`config.mk`:
```
export PLATFORM = sky130hd
export DESIGN_NAME = mem_stage_flat
export DESIGN_NICKNAME = d
export VERILOG_FILES = /design/src/rtl/mem_stage_pkg.sv /design/src/rtl/mem_stage_if.sv /design/src/rtl/mem_stage_ld_ext.sv /design/src/rtl/mem_stage.sv /design/src/flat_wrapper.sv
export SDC_FILE = /design/constraint.sdc
export NUM_CORES = 1
export LEC_CHECK = 0
export ABC_CLOCK_PERIOD_IN_PS = 9100
export CAP_MARGIN = 20
export CORE_AREA = 5 5 134 136
export CTS_BUF_LIST = sky130_fd_sc_hd__clkbuf_4 sky130_fd_sc_hd__clkbuf_8 sky130_fd_sc_hd__clkbuf_16
export CTS_CLUSTER_SIZE = 10
export DETAILED_ROUTE_END_ITERATION = 6
export DIE_AREA = 0 0 139 141
export PLACE_DENSITY = 0.76
export SKIP_CTS_REPAIR_TIMING = 1
export SKIP_LAST_GASP = 1
export SLEW_MARGIN = 20
export SYNTH_ARGS = -nofsm -noshare
export SYNTH_HDL_FRONTEND = slang
export SYNTH_HIERARCHICAL = 1
export SYNTH_SLANG_ARGS = --single-unit
```
`constraint.sdc`:
```
create_clock -name clk -period 9.1 [get_ports clk]
set_input_delay 1.365 -clock clk [delete_from_list [all_inputs] [get_ports clk]]
set_output_delay 1.365 -clock clk [all_outputs]
set_load 0.1 [all_outputs]
```
`src/rtl/mem_stage_pkg.sv`:
```
// Shared definitions for the MEM stage: op codes, FSM states and the memory-op decoder.
package mem_stage_pkg;

    localparam int         ALUOP_WIDTH = 8;
    localparam int         RAM_ADDR_W  = 17;
    localparam int         REG_W       = 32;
    localparam logic       RST_ENABLE  = 1'b1;

    localparam logic [7:0] EXE_NOP_OP  = 8'h00;
    localparam logic [7:0] EXE_OR_OP   = 8'h25;
    localparam logic [7:0] EXE_LB_OP   = 8'hE0;
    localparam logic [7:0] EXE_LH_OP   = 8'hE1;
    localparam logic [7:0] EXE_LW_OP   = 8'hE3;
    localparam logic [7:0] EXE_LBU_OP  = 8'hE4;
    localparam logic [7:0] EXE_LHU_OP  = 8'hE5;
    localparam logic [7:0] EXE_SB_OP   = 8'hE8;
    localparam logic [7:0] EXE_SH_OP   = 8'hE9;
    localparam logic [7:0] EXE_SW_OP   = 8'hEB;

    typedef enum logic [1:0] {
        MEM_IDLE,
        MEM_XFER,
        MEM_RDWAIT,
        MEM_DONE
    } mem_state_e;

    typedef struct packed {
        logic       isMem;
        logic       isStore;
        logic       isSigned;
        logic [2:0] size;
    } mem_op_t;

    // Classify an op code into access kind, byte count and extension mode.
    function automatic mem_op_t decodeOp(input logic [ALUOP_WIDTH-1:0] op);
        mem_op_t d;
        d = '0;
        case (op)
            EXE_LB_OP:  begin d.isMem = 1'b1; d.isSigned = 1'b1; d.size = 3'd1; end
            EXE_LH_OP:  begin d.isMem = 1'b1; d.isSigned = 1'b1; d.size = 3'd2; end
            EXE_LW_OP:  begin d.isMem = 1'b1; d.isSigned = 1'b1; d.size = 3'd4; end
            EXE_LBU_OP: begin d.isMem = 1'b1; d.size = 3'd1; end
            EXE_LHU_OP: begin d.isMem = 1'b1; d.size = 3'd2; end
            EXE_SB_OP:  begin d.isMem = 1'b1; d.isStore = 1'b1; d.size = 3'd1; end
            EXE_SH_OP:  begin d.isMem = 1'b1; d.isStore = 1'b1; d.size = 3'd2; end
            EXE_SW_OP:  begin d.isMem = 1'b1; d.isStore = 1'b1; d.size = 3'd4; end
            default:    d = '0;
        endcase
        return d;
    endfunction

endpackage

```
`src/rtl/mem_stage_if.sv`:
```
// Byte-wide synchronous RAM port between the MEM stage (master) and the data RAM (slave).
interface mem_stage_if
    import mem_stage_pkg::*;
#(
    parameter int AW = RAM_ADDR_W
) ();

    logic [AW-1:0] ram_addr;
    logic          ram_wr;
    logic [7:0]    ram_dout;
    logic [7:0]    ram_din;

    modport master (output ram_addr, output ram_wr, output ram_dout, input  ram_din);
    modport slave  (input  ram_addr, input  ram_wr, input  ram_dout, output ram_din);

endinterface

```
`src/rtl/mem_stage_ld_ext.sv`:
```
// Load result extension: widens the assembled load bytes to 32 bits, sign or zero filled.
module mem_ld_ext
    import mem_stage_pkg::*;
(
    input  logic [REG_W-1:0] buf_i,
    input  logic [2:0]       size_i,
    input  logic             signed_i,
    output logic [REG_W-1:0] data_o
);

    // Pick the fill bit from the top of the loaded field and replicate it upward.
    always_comb begin
        data_o = buf_i;
        case (size_i)
            3'd1:    data_o = {{24{signed_i & buf_i[7]}}, buf_i[7:0]};
            3'd2:    data_o = {{16{signed_i & buf_i[15]}}, buf_i[15:0]};
            default: data_o = buf_i;
        endcase
    end

endmodule

```
`src/rtl/mem_stage.sv`:
```
// MEM stage: sequences loads/stores one byte per cycle over the RAM port and stalls the pipeline.
module mem_stage
    import mem_stage_pkg::*;
#(
    parameter int ALUOP_W = ALUOP_WIDTH,
    parameter int RAM_AW  = RAM_ADDR_W
) (
    input  logic               clk,
    input  logic               rst,
    input  logic [4:0]         wd_i,
    input  logic               wreg_i,
    input  logic [REG_W-1:0]   wdata_i,
    input  logic [ALUOP_W-1:0] aluop_i,
    input  logic [RAM_AW-1:0]  mem_addr_i,
    input  logic [REG_W-1:0]   mem_wdata_i,
    output logic [4:0]         wd_o,
    output logic               wreg_o,
    output logic [REG_W-1:0]   wdata_o,
    output logic               stall_req_o,
    mem_stage_if.master        ram
);

    mem_op_t           dec;
    mem_state_e        state_q;
    logic [1:0]        idx_q;
    logic [1:0]        lastIdx;
    logic [2:0]        size_q;
    logic              isStore_q;
    logic              isSigned_q;
    logic [REG_W-1:0]  storeData_q;
    logic [REG_W-1:0]  loadBuf_q;
    logic [REG_W-1:0]  loadExt;
    logic [RAM_AW-1:0] ramAddr_q;
    logic              ramWr_q;
    logic [7:0]        ramDout_q;

    assign dec     = decodeOp(aluop_i);
    assign lastIdx = 2'(size_q - 3'd1);

    mem_ld_ext u_ld_ext (
        .buf_i    (loadBuf_q),
        .size_i   (size_q),
        .signed_i (isSigned_q),
        .data_o   (loadExt)
    );

    // Access FSM: latches the request in IDLE, walks the bytes, and drives the RAM port from registers.
    always_ff @(posedge clk or posedge rst) begin
        if (rst) begin
            state_q     <= MEM_IDLE;
            idx_q       <= '0;
            size_q      <= '0;
            isStore_q   <= 1'b0;
            isSigned_q  <= 1'b0;
            storeData_q <= '0;
            loadBuf_q   <= '0;
            ramAddr_q   <= '0;
            ramWr_q     <= 1'b0;
            ramDout_q   <= '0;
        end else begin
            unique case (state_q)
                MEM_IDLE: begin
                    if (dec.isMem) begin
                        state_q     <= MEM_XFER;
                        idx_q       <= '0;
                        size_q      <= dec.size;
                        isStore_q   <= dec.isStore;
                        isSigned_q  <= dec.isSigned;
                        storeData_q <= mem_wdata_i;
                        loadBuf_q   <= '0;
                        ramAddr_q   <= mem_addr_i;
                        ramWr_q     <= dec.isStore;
                        ramDout_q   <= dec.isStore ? mem_wdata_i[7:0] : 8'h00;
                    end
                end
                MEM_XFER: begin
                    if (!isStore_q && idx_q != 2'd0) begin
                        loadBuf_q[{idx_q - 2'd1, 3'b000} +: 8] <= ram.ram_din;
                    end
                    if (idx_q == lastIdx) begin
                        state_q   <= isStore_q ? MEM_DONE : MEM_RDWAIT;
                        ramAddr_q <= '0;
                        ramWr_q   <= 1'b0;
                        ramDout_q <= '0;
                    end else begin
                        idx_q     <= idx_q + 2'd1;
                        ramAddr_q <= ramAddr_q + RAM_AW'(1);
                        if (isStore_q) begin
                            ramDout_q <= storeData_q[{idx_q + 2'd1, 3'b000} +: 8];
                        end
                    end
                end
                MEM_RDWAIT: begin
                    loadBuf_q[{lastIdx, 3'b000} +: 8] <= ram.ram_din;
                    state_q <= MEM_DONE;
                end
                MEM_DONE: begin
                    state_q <= MEM_IDLE;
                    idx_q   <= '0;
                end
                default: state_q <= MEM_IDLE;
            endcase
        end
    end

    // Writeback and stall outputs: pass-through when idle, bubble while busy, result on DONE.
    always_comb begin
        wd_o        = '0;
        wreg_o      = 1'b0;
        wdata_o     = '0;
        stall_req_o = 1'b0;
        if (rst != RST_ENABLE) begin
            unique case (state_q)
                MEM_IDLE: begin
                    if (dec.isMem) begin
                        stall_req_o = 1'b1;
                    end else begin
                        wd_o    = wd_i;
                        wreg_o  = wreg_i;
                        wdata_o = wdata_i;
                    end
                end
                MEM_XFER, MEM_RDWAIT: stall_req_o = 1'b1;
                MEM_DONE: begin
                    wd_o    = wd_i;
                    wreg_o  = wreg_i;
                    wdata_o = isStore_q ? '0 : loadExt;
                end
                default: stall_req_o = 1'b0;
            endcase
        end
    end

    assign ram.ram_addr = ramAddr_q;
    assign ram.ram_wr   = ramWr_q;
    assign ram.ram_dout = ramDout_q;

endmodule

```
`src/flat_wrapper.sv`:
```
// flat-port wrapper written by rule: the top's interface ports become plain ports
module mem_stage_flat import mem_stage_pkg::*;
#(
    parameter int ALUOP_W = ALUOP_WIDTH,
    parameter int RAM_AW  = RAM_ADDR_W
)
  (clk, rst, wd_i, wreg_i, wdata_i, aluop_i, mem_addr_i, mem_wdata_i, wd_o, wreg_o, wdata_o, stall_req_o, ram_ram_addr, ram_ram_wr, ram_ram_dout, ram_ram_din);
  mem_stage_if #(.AW((RAM_ADDR_W))) ram_i ();
  input  logic clk;
  input  logic rst;
  input  logic [4:0] wd_i;
  input  logic wreg_i;
  input  logic [REG_W-1:0] wdata_i;
  input  logic [ALUOP_W-1:0] aluop_i;
  input  logic [RAM_AW-1:0] mem_addr_i;
  input  logic [REG_W-1:0] mem_wdata_i;
  output logic [4:0] wd_o;
  output logic wreg_o;
  output logic [REG_W-1:0] wdata_o;
  output logic stall_req_o;
  output wire logic [$bits(ram_i.ram_addr)-1:0] ram_ram_addr;
  output wire logic [$bits(ram_i.ram_wr)-1:0] ram_ram_wr;
  output wire logic [$bits(ram_i.ram_dout)-1:0] ram_ram_dout;
  input wire logic [$bits(ram_i.ram_din)-1:0] ram_ram_din;
  assign ram_ram_addr = ram_i.ram_addr;
  assign ram_ram_wr = ram_i.ram_wr;
  assign ram_ram_dout = ram_i.ram_dout;
  assign ram_i.ram_din = ram_ram_din;
  mem_stage #(.ALUOP_W(ALUOP_W), .RAM_AW(RAM_AW)) u_core (.clk(clk), .rst(rst), .wd_i(wd_i), .wreg_i(wreg_i), .wdata_i(wdata_i), .aluop_i(aluop_i), .mem_addr_i(mem_addr_i), .mem_wdata_i(mem_wdata_i), .wd_o(wd_o), .wreg_o(wreg_o), .wdata_o(wdata_o), .stall_req_o(stall_req_o), .ram(ram_i));
endmodule
```
* Word-level counts from Yosys, hierarchy flattened *
Index checks and enable logic that the tools add are counted.

operators by class
  reductions and logical operators = 21
  add/subtract/negate cells = 6
  bitwise gates (word level) = 2
  mux-type cells = 41
  shift-type cells = 5
  equal/unequal tests = 19

operators by type and width
  operator                  number
  $mux W32                  5
  $pmux W32 S2              2
  $pmux W32 S3              1
  $bwmux W32                2
  $eq A8 B8 Y1 const B      8
  $shift A8 B7 Y32 const A  2
  $shiftx A8 B7 Y32         2
  $mux W17                  2
  $pmux W17 S2              1
  $mux W8                   4
  $shiftx A32 B6 Y8         1
  $add A17 B1 Y17 const B   1
  $pmux W8 S2               1
  $neg A5 Y7                2
  $reduce_and A3 Y1         4
  $reduce_or A3 Y1          4
  $mux W1                   10
  $mux W5                   2
  $pmux W5 S2               1
  $pmux W3 S3               1
  $mux W2                   4
  $pmux W2 S4               1
  $reduce_or A8 Y1          1
  $ne A2 B1 Y1 const B      3
  19 further kinds          29

word-level totals
  output and inout bits = 65
  bits in registers = 99
  word-level logic and storage cells = 104
  bits of input ports = 105

* Logic depth before layout (Yosys ltp) *
Gate-level depths: netlist (run 1).

  depth after elaboration = 6
  depth in mapped cells = 10
  mapped depth without buffers = 6

* Modules after synthesis *
The synthesis (run 1) kept the hierarchy.

by module, submodules not included
  module      times used  seq. area each (µm²)  area each (µm²)  cells each
  mem_stage   1           2477.4                6498.7           677
  mem_ld_ext  1           0.0                   349.1            44

* Worst setup path after synthesis (run 1) *
No wires, ideal clock.

  path type = input port to output port
  from = input rst
  to = output wdata_o[10]
  setup slack = 2.282 ns
  stages on the path = 4
  data arrival time = 5.453 ns
  required time = 7.735 ns
  cells stage by stage = inv_1 nand2_1 clkbuf_1 nor2_1

on the way
  cells in the longest elaborated chain, start to end = 1

RTL lines
  element      line                source
  from (decl)  flat_wrapper.sv:10  input logic rst;
  $mux W32     mem_stage.sv:112    if (rst != RST_ENABLE) begin
  to (decl)    flat_wrapper.sv:19  output logic [REG_W-1:0] wdata_o;

No other way between the ends.

* Final worst setup path (run 1) *
  from = input rst
  to = output wd_o[1]

on the way
  cells in the longest elaborated chain, start to end = 1

RTL lines
  element    line                source
  $mux W5    mem_stage.sv:112
  to (decl)  flat_wrapper.sv:17  output logic [4:0] wd_o;

No other way between the ends.

==> impl_results.md, run 1 <==
- Post-synth net total: 843
- Final Cycle Share: 62.9%
- Largest net degree at the start of global routing: 64
- Clock latency at the later pin of the worst-skew pair: 360 ps
- Post-layout min period: 5720 ps
- Multi-input logic area: 0.00380 mm2
- Seq/Total Area, Yosys: 36.2%
- Worst EP required: 7740 ps
- Clock H-tree levels: 3
- Crit end category: primary output
- Commonest cells after routing, fill and taps aside: clkdlybuf4s50_1 (169), dfrtp_1 (99), inv_1 (56), nand2_1 (51), a22oi_1 (49)
- Peak Freq: 175 MHz
- Initial Util: 40.7%
- Post-synthesis mux area share: 9.54%
- Status: finished, final reports clean
- Initial antenna violation count: 0
- DRT Pass-1 Iters: 6
- Pwr Density: 343 mW/mm2
- Sequential Area: 0.00248 mm2
- Syn avg cell area: 9.50 um2
- Filler instances: 1500
- Most used DFF post-synth: dfrtp_1
- EDFF count, synth: 0
- Leakage: 3.58 nW
- Main combinational cell family by area after synthesis: compound AO/OA/AOI/OAI gates
- Die width: 139 um
- Post-layout util: 52.7%
- Slew HR: 28.1%
- Hold Fails Final Rpt: 0
- Total wire length: 19900 um
- XOR/XNOR Fraction of Synth Area: 0.640%
- RSZ-0062 raised after global routing: false
- Die Ht: 141 um
- Clock root buffer: clkbuf_16
- N_diodes: 0
- Clock-pin transition on the worst setup and hold timing paths: 80 ps
- Via density: 5.81
- Grt ovf: 0
- Io pins: 170
- Crit Path Class: in -> out
- CP startpoint kind: primary input
- Setup TNS: 0 ps
- Post-Layout Cell Count: 1068
- Worst R2R Setup Slack: 5660 ps
- Worst-Margin Slew: 1070 ps
- Mapped Cells: 721
- Global-route wire length before repair: 32500 um
- Crit path arrival time: 4360 ps
- Post-Syn Area: 0.00685 mm2
- Max IR drop VDD: 0.000277 V
- Yosys warning total: 6
- Core area: 0.0168 mm2
- Vias: 6201
- Num rows: 48
- WL/cell: 18.6 um
- Post-synthesis cell type count: 67
- CTS sink count: 99
- Synth Area in Adders: 3.11%
- Compound-Gate Fraction of Synth Area: 29.0%
- Final Wtd Congestion: 0.858
- Share of layout cells above drive strength 1: 13.3%
- Port-buffer cells: 169
- # Max-Cap Violations: 0
- Layout Nets: 960
- Fraction of registers with async set or reset after synthesis: 100%
- Antenna Violating Nets Remaining: 0
- Placed Instances: 1052
- Critical path fanouts, max: 38
- Synth Area in Simple Gates: 13.1%
- Hpwl dp: 13600 um
- Initial DRC Count: 711
- Total die area: 0.0196 mm2
- Seq cells post-synth: 99
- Max Slew Vio Count: 0
- Hold Crit Class: reg -> reg
- Most common cell after layout, fill and taps aside: clkdlybuf4s50_1
- Maximum buffer depth of the clock tree: 2
- Vias in the first global route: 6140
- Post-route DRC: 0
- Total track usage: 20.2%
- Layout Area Growth over Synthesis: 29.4%
- Setup violators final: 0
- TritonCTS clock tree: done
- Clock skew: 10.9 ps
- CTS buffer count: 9
==> per-layer routing <==
metal  routed length [um]  part of all wire [%]  GRT usage [%]  up-vias
met2                 9180                    46           32.8      260
met3                 1640                   8.2           5.09       25
li1                     -                     -              -     2960
met1                 8720                    44           26.8     2956
met4                  349                   1.8           5.97        0
met5                    0                     0              0        -
==> power by group <==
group          leakage (nW)  switching [W]  total (W)  internal (W)
Sequential             1.31       0.000150   0.000743      0.000593
Clock                 0.153       0.000200   0.000399      0.000199
Combinational          2.12        0.00131    0.00190      0.000586
Total                  3.58        0.00166    0.00304       0.00138
==> cells by family after synthesis <==
kind of cell,Yosys count
AND/OR/NAND/NOR,171
XOR/XNOR,5
multiplexers,50
buffers and inverters,131
flip-flops,99
AO/OA/AOI/OAI,248
adder cells (fa/ha/maj),17
==> registers in the layout (all words and copies together), names as in the netlist <==
name and cells:
u_core/idx_q 2, u_core/isSigned_q 1, u_core/isStore_q 1, u_core/loadBuf_q 32, u_core/ram.ram_addr 17, u_core/ram.ram_dout 8
u_core/ram.ram_wr 1, u_core/size_q 3, u_core/state_q 2, u_core/storeData_q 32
==> cells in the mapped netlist (4+ instances only) <==
| cell | n | share of area [%] |
|---|---|---|
| o22ai_1 | 32 | 2.9 |
| mux2_2 | 42 | 6.9 |
| o21ai_0 | 10 | 0.73 |
| clkbuf_1 | 37 | 2.0 |
| nor2b_1 | 8 | 0.73 |
| ha_1 | 17 | 3.1 |
| a22oi_1 | 49 | 5.4 |
| o2bb2ai_1 | 33 | 4.2 |
| buf_1 | 5 | 0.27 |
| or4_1 | 4 | 0.44 |
| nand3_1 | 8 | 0.58 |
| a211o_1 | 9 | 1.2 |
| a211oi_1 | 9 | 0.99 |
| nor2_1 | 43 | 2.4 |
| inv_1 | 57 | 3.1 |
| a21o_2 | 16 | 2.0 |
| o31ai_1 | 5 | 0.55 |
| and2_1 | 6 | 0.55 |
| a22o_1 | 25 | 3.2 |
| and3_1 | 5 | 0.46 |
| a222oi_1 | 15 | 2.2 |
| dfrtp_1 | 99 | 36 |
| and4_1 | 10 | 1.3 |
| nand4_1 | 7 | 0.64 |
| buf_4 | 13 | 1.4 |
| nand2_1 | 51 | 2.8 |
| a31o_2 | 5 | 0.64 |
| o211ai_1 | 10 | 1.1 |
| a21o_1 | 8 | 0.88 |
| mux4_2 | 8 | 2.6 |
| buf_2 | 15 | 1.1 |
| nand2b_1 | 6 | 0.55 |
==> layout make-up <==
class / count / share of cell area, %
multi-input combinational: 491 / 42.9
timing repair buffer: 180 / 20.0
tap: 225 / 3.18
clock inverter: 7 / 1.00
sequential: 99 / 28.0
inverter: 57 / 2.44
clock buffer: 9 / 2.54
==> worst paths after layout <==
kind	from	end	depth (start not counted)
max	rst	wd_o[1]	7
min	u_core/isSigned_q	u_core/isSigned_q	2
max reg2reg	u_core/idx_q[0]	u_core/loadBuf_q[8]	6
min reg2reg	u_core/isSigned_q	u_core/isSigned_q	2
max in group asynchronous	rst	u_core/loadBuf_q[30]	3
min in group asynchronous	rst	u_core/ram.ram_dout[1]	2
==> worst max-delay path, stage by stage <==
cell and delay (ps):
clkdlybuf4s50_1 500, inv_4 410, nand2_1 100, buf_4 260, a21oi_1 360, and2_1 190, clkdlybuf4s50_1 1140
==> through the flow <==
stage / total power [W] / hold slack (ps) / cell area, um2 / setup slack [ps]
floorplan: 0.00217 / 451 / 6850 / 2280
global placement: 0.00261 / 471 / 8540 / 3320
finish: 0.00304 / 488 / 8860 / 3380
CTS: 0.00305 / 495 / 8860 / 3280
global route: 0.00320 / 523 / 8860 / 3090
detailed placement: 0.00264 / 477 / 8540 / 3290
No activity file was read; power rests on OpenSTA's default activity.
==> run 2: changes to the inputs <==
--- a/config.mk
+++ b/config.mk
@@ -5,14 +5,14 @@
 export SDC_FILE = /design/constraint.sdc
 export NUM_CORES = 1
 export LEC_CHECK = 0
-export ABC_CLOCK_PERIOD_IN_PS = 9100
+export ABC_CLOCK_PERIOD_IN_PS = 5000
 export CAP_MARGIN = 20
 export CORE_AREA = 5 5 134 136
 export CTS_BUF_LIST = sky130_fd_sc_hd__clkbuf_4 sky130_fd_sc_hd__clkbuf_8 sky130_fd_sc_hd__clkbuf_16
 export CTS_CLUSTER_SIZE = 10
 export DETAILED_ROUTE_END_ITERATION = 6
 export DIE_AREA = 0 0 139 141
-export PLACE_DENSITY = 0.76
+export PLACE_DENSITY = 0.79
 export SKIP_CTS_REPAIR_TIMING = 1
 export SKIP_LAST_GASP = 1
 export SLEW_MARGIN = 20
==> constraint.sdc (replaced) <==
create_clock -name clk -period 5 [get_ports clk]
set_input_delay 0.75 -clock clk [delete_from_list [all_inputs] [get_ports clk]]
set_output_delay 0.75 -clock clk [all_outputs]
set_load 0.1 [all_outputs]
==> run 2 against run 1 <==
Critical path depth is 1 lower. Design area shrank 0.56%. Power is 80% higher. Register-to-register slack worse by 3700 ps. Count of clock-buffer cells in the layout up 1. Sequential power up 79%. Non-clock buffer count unchanged. Wire length down 1.4%. Global-route usage down 0.52 points.
==> impl_results.md, run 2 (synthesized netlist as in run 1, its figures left out) <==
- Internal power: 0.00250 W (was 0.00138 W)
- Clock latency at the later pin of the worst-skew pair: 350 ps (was 360 ps)
- Setup TNS: 0 ps (unchanged)
- Pwr Density: 620 mW/mm2 (was 343 mW/mm2)
- WL/cell: 18.4 um (was 18.6 um)
- Clk network pwr share: 12.1% (was 13.1%)
- Leakage: 3.65 nW (was 3.58 nW)
- Crit end category: primary output (unchanged)
- Max Slew Vio Count: 0 (unchanged)
- Clock H-tree levels: 3 (unchanged)
- Hold Crit Class: reg -> reg (unchanged)
- Layout Nets: 960 (unchanged)
- Vias: 6239 (was 6201)
- Io pins: 170 (unchanged)
- Post-route DRC: 0 (unchanged)
- Total die area: 0.0196 mm2 (unchanged)
- Die Ht: 141 um (unchanged)
- Max IR drop VDD: 0.000442 V (was 0.000277 V)
- Worst setup path endpoint: wdata_o[25] (was wd_o[1])
- CP startpoint kind: flip-flop (was primary input)
- Total wire length: 19600 um (was 19900 um)
- Critical path fanouts, max: 61 (was 38)
- Peak Freq: 273 MHz
- Grt ovf: 0 (unchanged)
- Worst Setup SP: u_core/state_q[1] (was rst)
- Most common cell after layout, fill and taps aside: clkdlybuf4s50_1 (unchanged)
- Port-buffer cells: 169 (unchanged)
- Hold slack: 485 ps (was 488 ps)
- Delay-heaviest family, CP: compound AO/OA/AOI/OAI gates (was buffers and inverters)
- RSZ-0062 raised after global routing: false (unchanged)
- Worst-Margin Slew: 1030 ps (was 1070 ps)
- Core area: 0.0168 mm2 (unchanged)
- Via density: 5.85 (was 5.81)
- Initial antenna violation count: 0 (unchanged)
- Final Cycle Share: 73.2%
- Hpwl dp: 13800 um (was 13600 um)
- Critical R2R Capture: u_core/ram.ram_addr[7] (was u_core/loadBuf_q[8])
- Crit Path Class: reg -> out (was in -> out)
- WP depth: 6 (was 7)
- Crit path arrival time: 2910 ps (was 4360 ps)
- Clock-pin transition on the worst setup and hold timing paths: 80 ps (about the same)
- WP buf/inv: 2 (was 4)
- Share of layout cells above drive strength 1: 17.9% (was 13.3%)
- Status: finished, final reports clean (unchanged)
- Path depth of the worst reg2reg path: 7 (was 6)
- TritonCTS clock tree: done (unchanged)
- Initial DRC Count: 592 (was 711)
- DRT Pass-1 Iters: 6 (unchanged)
- Initial Util: 40.7% (unchanged)
- Worst path cell trace: inv_1 -> ha_1 -> o31a_4 -> a22oi_1 -> nor2_1 -> buf_4 (was clkdlybuf4s50_1 -> inv_4 -> nand2_1 -> buf_4 -> a21oi_1 -> and2_1 -> clkdlybuf4s50_1)
- Clock root buffer: clkbuf_16 (unchanged)
- Clock skew: 10.5 ps (was 10.9 ps)
- Worst r2r src: u_core/state_q[1] (was u_core/idx_q[0])
- Delay of the slowest critical-path stage: 710 ps (was 1140 ps)
- Global-route wire length before repair: 31700 um (was 32500 um)
- Logic pwr share: 63.6% (was 62.4%)
- Hold Fails Final Rpt: 0 (unchanged)
- Worst R2R Setup Slack: 1930 ps (was 5660 ps)
- Switch share: 54.3% (was 54.7%)
- Setup violators final: 0 (unchanged)
- Largest net degree at the start of global routing: 62 (was 64)
- Final Wtd Congestion: 0.818 (was 0.858)
- Post-layout min period: 3660 ps
- N_diodes: 0 (unchanged)
- Crit path max-delay cell type: o31a_4 (was clkdlybuf4s50_1)
- Vias in the first global route: 6160 (was 6140)
- Num rows: 48 (unchanged)
- Maximum buffer depth of the clock tree: 2 (unchanged)
- Slew HR: 31.0% (was 28.1%)
- Antenna Violating Nets Remaining: 0 (unchanged)
- Die width: 139 um (unchanged)
- Switching power: 0.00296 W (was 0.00166 W)
- # Max-Cap Violations: 0 (unchanged)
- CTS sink count: 99 (unchanged)
- Worst EP required: 4250 ps (was 7740 ps)
- Commonest cells after routing, fill and taps aside: clkdlybuf4s50_1 (130), dfrtp_1 (99), inv_1 (56), nand2_1 (50), a22oi_1 (49) (was clkdlybuf4s50_1 (169), dfrtp_1 (99), inv_1 (56), nand2_1 (51), a22oi_1 (49))
- CTS buffer count: 9 (unchanged)
- Layout Area Growth over Synthesis: 28.7% (was 29.4%)
- Total track usage: 19.6% (was 20.2%)
- Seq pwr share: 24.3% (was 24.4%)
==> run 2: cell type report <==
| type | count | area, um2 |
|---|---|---|
| fill | 1568 | 8000 |
| multi-input combinational | 491 | 3810 |
| sequential | 99 | 2480 |
| timing repair buffer | 180 | 1750 |
| tap | 225 | 282 |
| clock buffer | 10 | 239 |
| inverter | 57 | 218 |
| clock inverter | 5 | 38.8 |
==> run 2: metal layers <==
metal	share of wire, %	track usage [%]
met2	49	33.8
met4	1.8	6.02
met3	7.8	6.04
met1	42	23.7
met5	0	0
==> run 2: through the flow <==
stage | util (%) | power (W) | std cells | area [um2] | setup WS, ps
finish | 52.4 | 0.00546 | 1067 | 8810 | 1340
global route | 52.4 | 0.00576 | 1067 | 8810 | 1140
CTS | 52.4 | 0.00548 | 1067 | 8810 | 1340
detailed placement | 50.7 | 0.00480 | 1052 | 8530 | 1430
global placement | 50.7 | 0.00474 | 1052 | 8520 | 1450
floorplan | - | 0.00395 | 721 | 6850 | 518
==> run 2: power groups by stage <==
stage / registers, W / logic (W) / clock network, W
2_1_floorplan: 0.00197 / 0.00198 / 0
3_3_place_gp: 0.00132 / 0.00342 / 0
3_5_place_dp: 0.00134 / 0.00346 / 0
4_1_cts: 0.00132 / 0.00347 / 0.000682
5_1_grt: 0.00137 / 0.00368 / 0.000717
6_report: 0.00133 / 0.00347 / 0.000661
==> run 2: tightest hold or removal path, delay by kind of cell, from the launching register on <==
kind	cells	cell delay (ps)
and+or+nand+nor	1	50
DFF	1	350
AOI/OAI and AO/OA	1	60
==> run 2: worst min-delay path by stage <==
stage | start | end | slack, ps | cells after the start
6_report | u_core/isSigned_q | u_core/isSigned_q | 480 | 2
4_1_cts | u_core/isSigned_q | u_core/isSigned_q | 490 | 2
3_3_place_gp | u_core/isSigned_q | u_core/isSigned_q | 470 | 2
5_1_grt | u_core/storeData_q[31] | u_core/storeData_q[31] | 510 | 1
3_5_place_dp | u_core/isSigned_q | u_core/isSigned_q | 470 | 2
2_1_floorplan | u_core/isSigned_q | u_core/isSigned_q | 450 | 2
==> run 3: changes to the inputs <==
--- a/config.mk
+++ b/config.mk
@@ -5,14 +5,14 @@
 export SDC_FILE = /design/constraint.sdc
 export NUM_CORES = 1
 export LEC_CHECK = 0
-export ABC_CLOCK_PERIOD_IN_PS = 5000
+export ABC_CLOCK_PERIOD_IN_PS = 3680
 export CAP_MARGIN = 20
 export CORE_AREA = 5 5 134 136
 export CTS_BUF_LIST = sky130_fd_sc_hd__clkbuf_4 sky130_fd_sc_hd__clkbuf_8 sky130_fd_sc_hd__clkbuf_16
 export CTS_CLUSTER_SIZE = 10
 export DETAILED_ROUTE_END_ITERATION = 6
 export DIE_AREA = 0 0 139 141
-export PLACE_DENSITY = 0.79
+export PLACE_DENSITY = 0.76
 export SKIP_CTS_REPAIR_TIMING = 1
 export SKIP_LAST_GASP = 1
 export SLEW_MARGIN = 20
==> constraint.sdc (replaced) <==
create_clock -name clk -period 3.68 [get_ports clk]
set_input_delay 0.552 -clock clk [delete_from_list [all_inputs] [get_ports clk]]
set_output_delay 0.552 -clock clk [all_outputs]
set_load 0.1 [all_outputs]
==> run 3 against run 2 <==
Hold slack improved by 23 ps. Design area rose by 5.7%. First-iteration DRC count rose by 23%. Register-to-register slack got worse by 830 ps. Sequential power rose by 35%. Combinational power rose by 44%. Power rose by 42%. Clock skew rose by 2.8 ps. Critical path type is now in -> out. Largest cell class unchanged. Largest power group unchanged. Highest routed layer unchanged.
==> impl_results.md, run 3 (synthesized netlist as in run 1, its figures left out) <==
- # Max-Cap Violations: 0 (unchanged)
- Delay-heaviest family, CP: compound AO/OA/AOI/OAI gates (unchanged)
- Hpwl dp: 14300 um (was 13800 um)
- Total wire length: 20200 um (was 19600 um)
- Max IR drop VDD: 0.000576 V (was 0.000442 V)
- Initial antenna violation count: 0 (unchanged)
- Peak Freq: 313 MHz
- Max Slew Vio Count: 0 (unchanged)
- Num rows: 48 (unchanged)
- CP startpoint kind: primary input (was flip-flop)
- Hold Fails Final Rpt: 0 (unchanged)
- Post-layout util: 55.4% (was 52.4%)
- Clock root buffer: clkbuf_16 (unchanged)
- DP Area: 0.00901 mm2 (was 0.00853 mm2)
- CTS sink count: 99 (unchanged)
- Grt ovf: 0 (unchanged)
- WL/cell: 18.8 um (was 18.4 um)
- Initial DRC Count: 730 (was 592)
- Final Cycle Share: 86.9%
- TritonCTS clock tree: done (unchanged)
- Initial Util: 40.7% (unchanged)
- Worst R2R Setup Slack: 1100 ps (was 1930 ps)
- Clock-pin transition on the worst setup and hold timing paths: 80 ps (about the same)
- Clock H-tree levels: 3 (unchanged)
- Largest net degree at the start of global routing: 62 (unchanged)
- Worst path cell trace: clkdlybuf4s50_1 -> nor2b_2 -> o31a_4 -> a22oi_1 -> nor2_1 -> buf_12 (was inv_1 -> ha_1 -> o31a_4 -> a22oi_1 -> nor2_1 -> buf_4)
- Setup violators final: 0 (unchanged)
- Worst-Margin Slew: 1010 ps (was 1030 ps)
- Leakage: 3.81 nW (was 3.65 nW)
- Layout Nets: 969 (was 960)
- DRT Pass-1 Iters: 5 (was 6)
- Crit Path Class: in -> out (was reg -> out)
- Status: finished, final reports clean (unchanged)
- Vias in the first global route: 6267 (was 6160)
- Hold Crit Class: reg -> reg (unchanged)
- Critical path fanouts, max: 61 (unchanged)
- Commonest cells after routing, fill and taps aside: clkdlybuf4s50_1 (130), dfrtp_1 (99), inv_1 (56), nand2_1 (51), a22oi_1 (49) (was clkdlybuf4s50_1 (130), dfrtp_1 (99), inv_1 (56), nand2_1 (50), a22oi_1 (49))
- Port-buffer cells: 169 (unchanged)
- Maximum buffer depth of the clock tree: 2 (unchanged)
- Layout Area Growth over Synthesis: 36.0% (was 28.7%)
- RSZ-0062 raised after global routing: false (unchanged)
- Antenna Violating Nets Remaining: 0 (unchanged)
- Total track usage: 20.5% (was 19.6%)
- Die width: 139 um (unchanged)
- Share of layout cells above drive strength 1: 18.8% (was 17.9%)
- Pwr Density: 836 mW/mm2 (was 620 mW/mm2)
- Post-route DRC: 0 (unchanged)
- Slew HR: 32.5% (was 31.0%)
- Clock latency at the later pin of the worst-skew pair: 360 ps (was 350 ps)
- Via density: 5.85 (about the same)
- Core area: 0.0168 mm2 (unchanged)
- Most common cell after layout, fill and taps aside: clkdlybuf4s50_1 (unchanged)
- Delay of the slowest critical-path stage: 640 ps (was 710 ps)
- Post-layout min period: 3200 ps
- Clock skew: 13.4 ps (was 10.5 ps)
- Worst EP required: 3130 ps (was 4250 ps)
- Die Ht: 141 um (unchanged)
- Crit path arrival time: 2650 ps (was 2910 ps)
- Final Wtd Congestion: 0.873 (was 0.818)
- CTS buffer count: 9 (unchanged)
- Vias: 6303 (was 6239)
- N_diodes: 0 (unchanged)
- Hold slack: 508 ps (was 485 ps)
- Global-route wire length before repair: 33300 um (was 31700 um)
- Filler instances: 1513 (was 1568)
- Crit path max-delay cell type: o31a_4 (unchanged)
- Final instance area: 0.00931 mm2 (was 0.00881 mm2)
- WP buf/inv: 2 (unchanged)
- Total die area: 0.0196 mm2 (unchanged)
- Crit end category: primary output (unchanged)
- Io pins: 170 (unchanged)
==> run 3: metal layers <==
metal	GRT usage [%]	vias up	part of all wire (%)
met5	0	-	0
met1	27.6	3025	43
li1	-	2968	-
met4	6.28	0	1.5
met3	5.29	22	8.7
met2	32.7	288	47
==> run 3: cell type report <==
cell class / instances / area (um2) / share of cell area, %
well taps: 225 / 282 / 3.02
repair buffers: 189 / 2230 / 24.0
clock inverters: 6 / 65.1 / 0.699
multi-input cells: 491 / 3800 / 40.8
flip-flops and latches: 99 / 2480 / 26.6
clock buffers: 10 / 239 / 2.57
inverters: 57 / 218 / 2.34
==> run 3: path summary, 6_finish.rpt <==
kind                                        from                endpoint  cells past startpoint
max                                   aluop_i[1]             wdata_o[11]                      6
min                        u_core/storeData_q[2]   u_core/storeData_q[2]                      1
max reg2reg                     u_core/size_q[0]  u_core/ram.ram_dout[0]                      6
min reg2reg                u_core/storeData_q[2]   u_core/storeData_q[2]                      1
max in group asynchronous                    rst    u_core/loadBuf_q[29]                      4
min in group asynchronous                    rst        u_core/isStore_q                      3
==> run 3: per-stage QoR <==
step                      setup TNS (ps)  setup slack, ps  total power, W  cells
after floorplan                    -9880             -322         0.00537    721
after global placement                 0              558         0.00673   1061
after detailed placement               0              495         0.00681   1061
after CTS                              0              497         0.00780   1077
after global routing                   0              288         0.00820   1077
final                                  0              481         0.00778   1077
==> run 3: report_power, final <==
group	total [W]	switching, W	leakage (nW)	internal, W
Sequential	0.00180	0.000337	1.31	0.00147
Clock	0.000970	0.000471	0.150	0.000499
Combinational	0.00501	0.00334	2.35	0.00167
==> run 3: worst reg2reg max path, stage by stage, from the launching register on <==
cell      delay (ps)
dfrtp_1          570
inv_1            120
ha_1             450
xor2_1           310
a21oi_2          130
a211oi_4         490
mux2_2           400
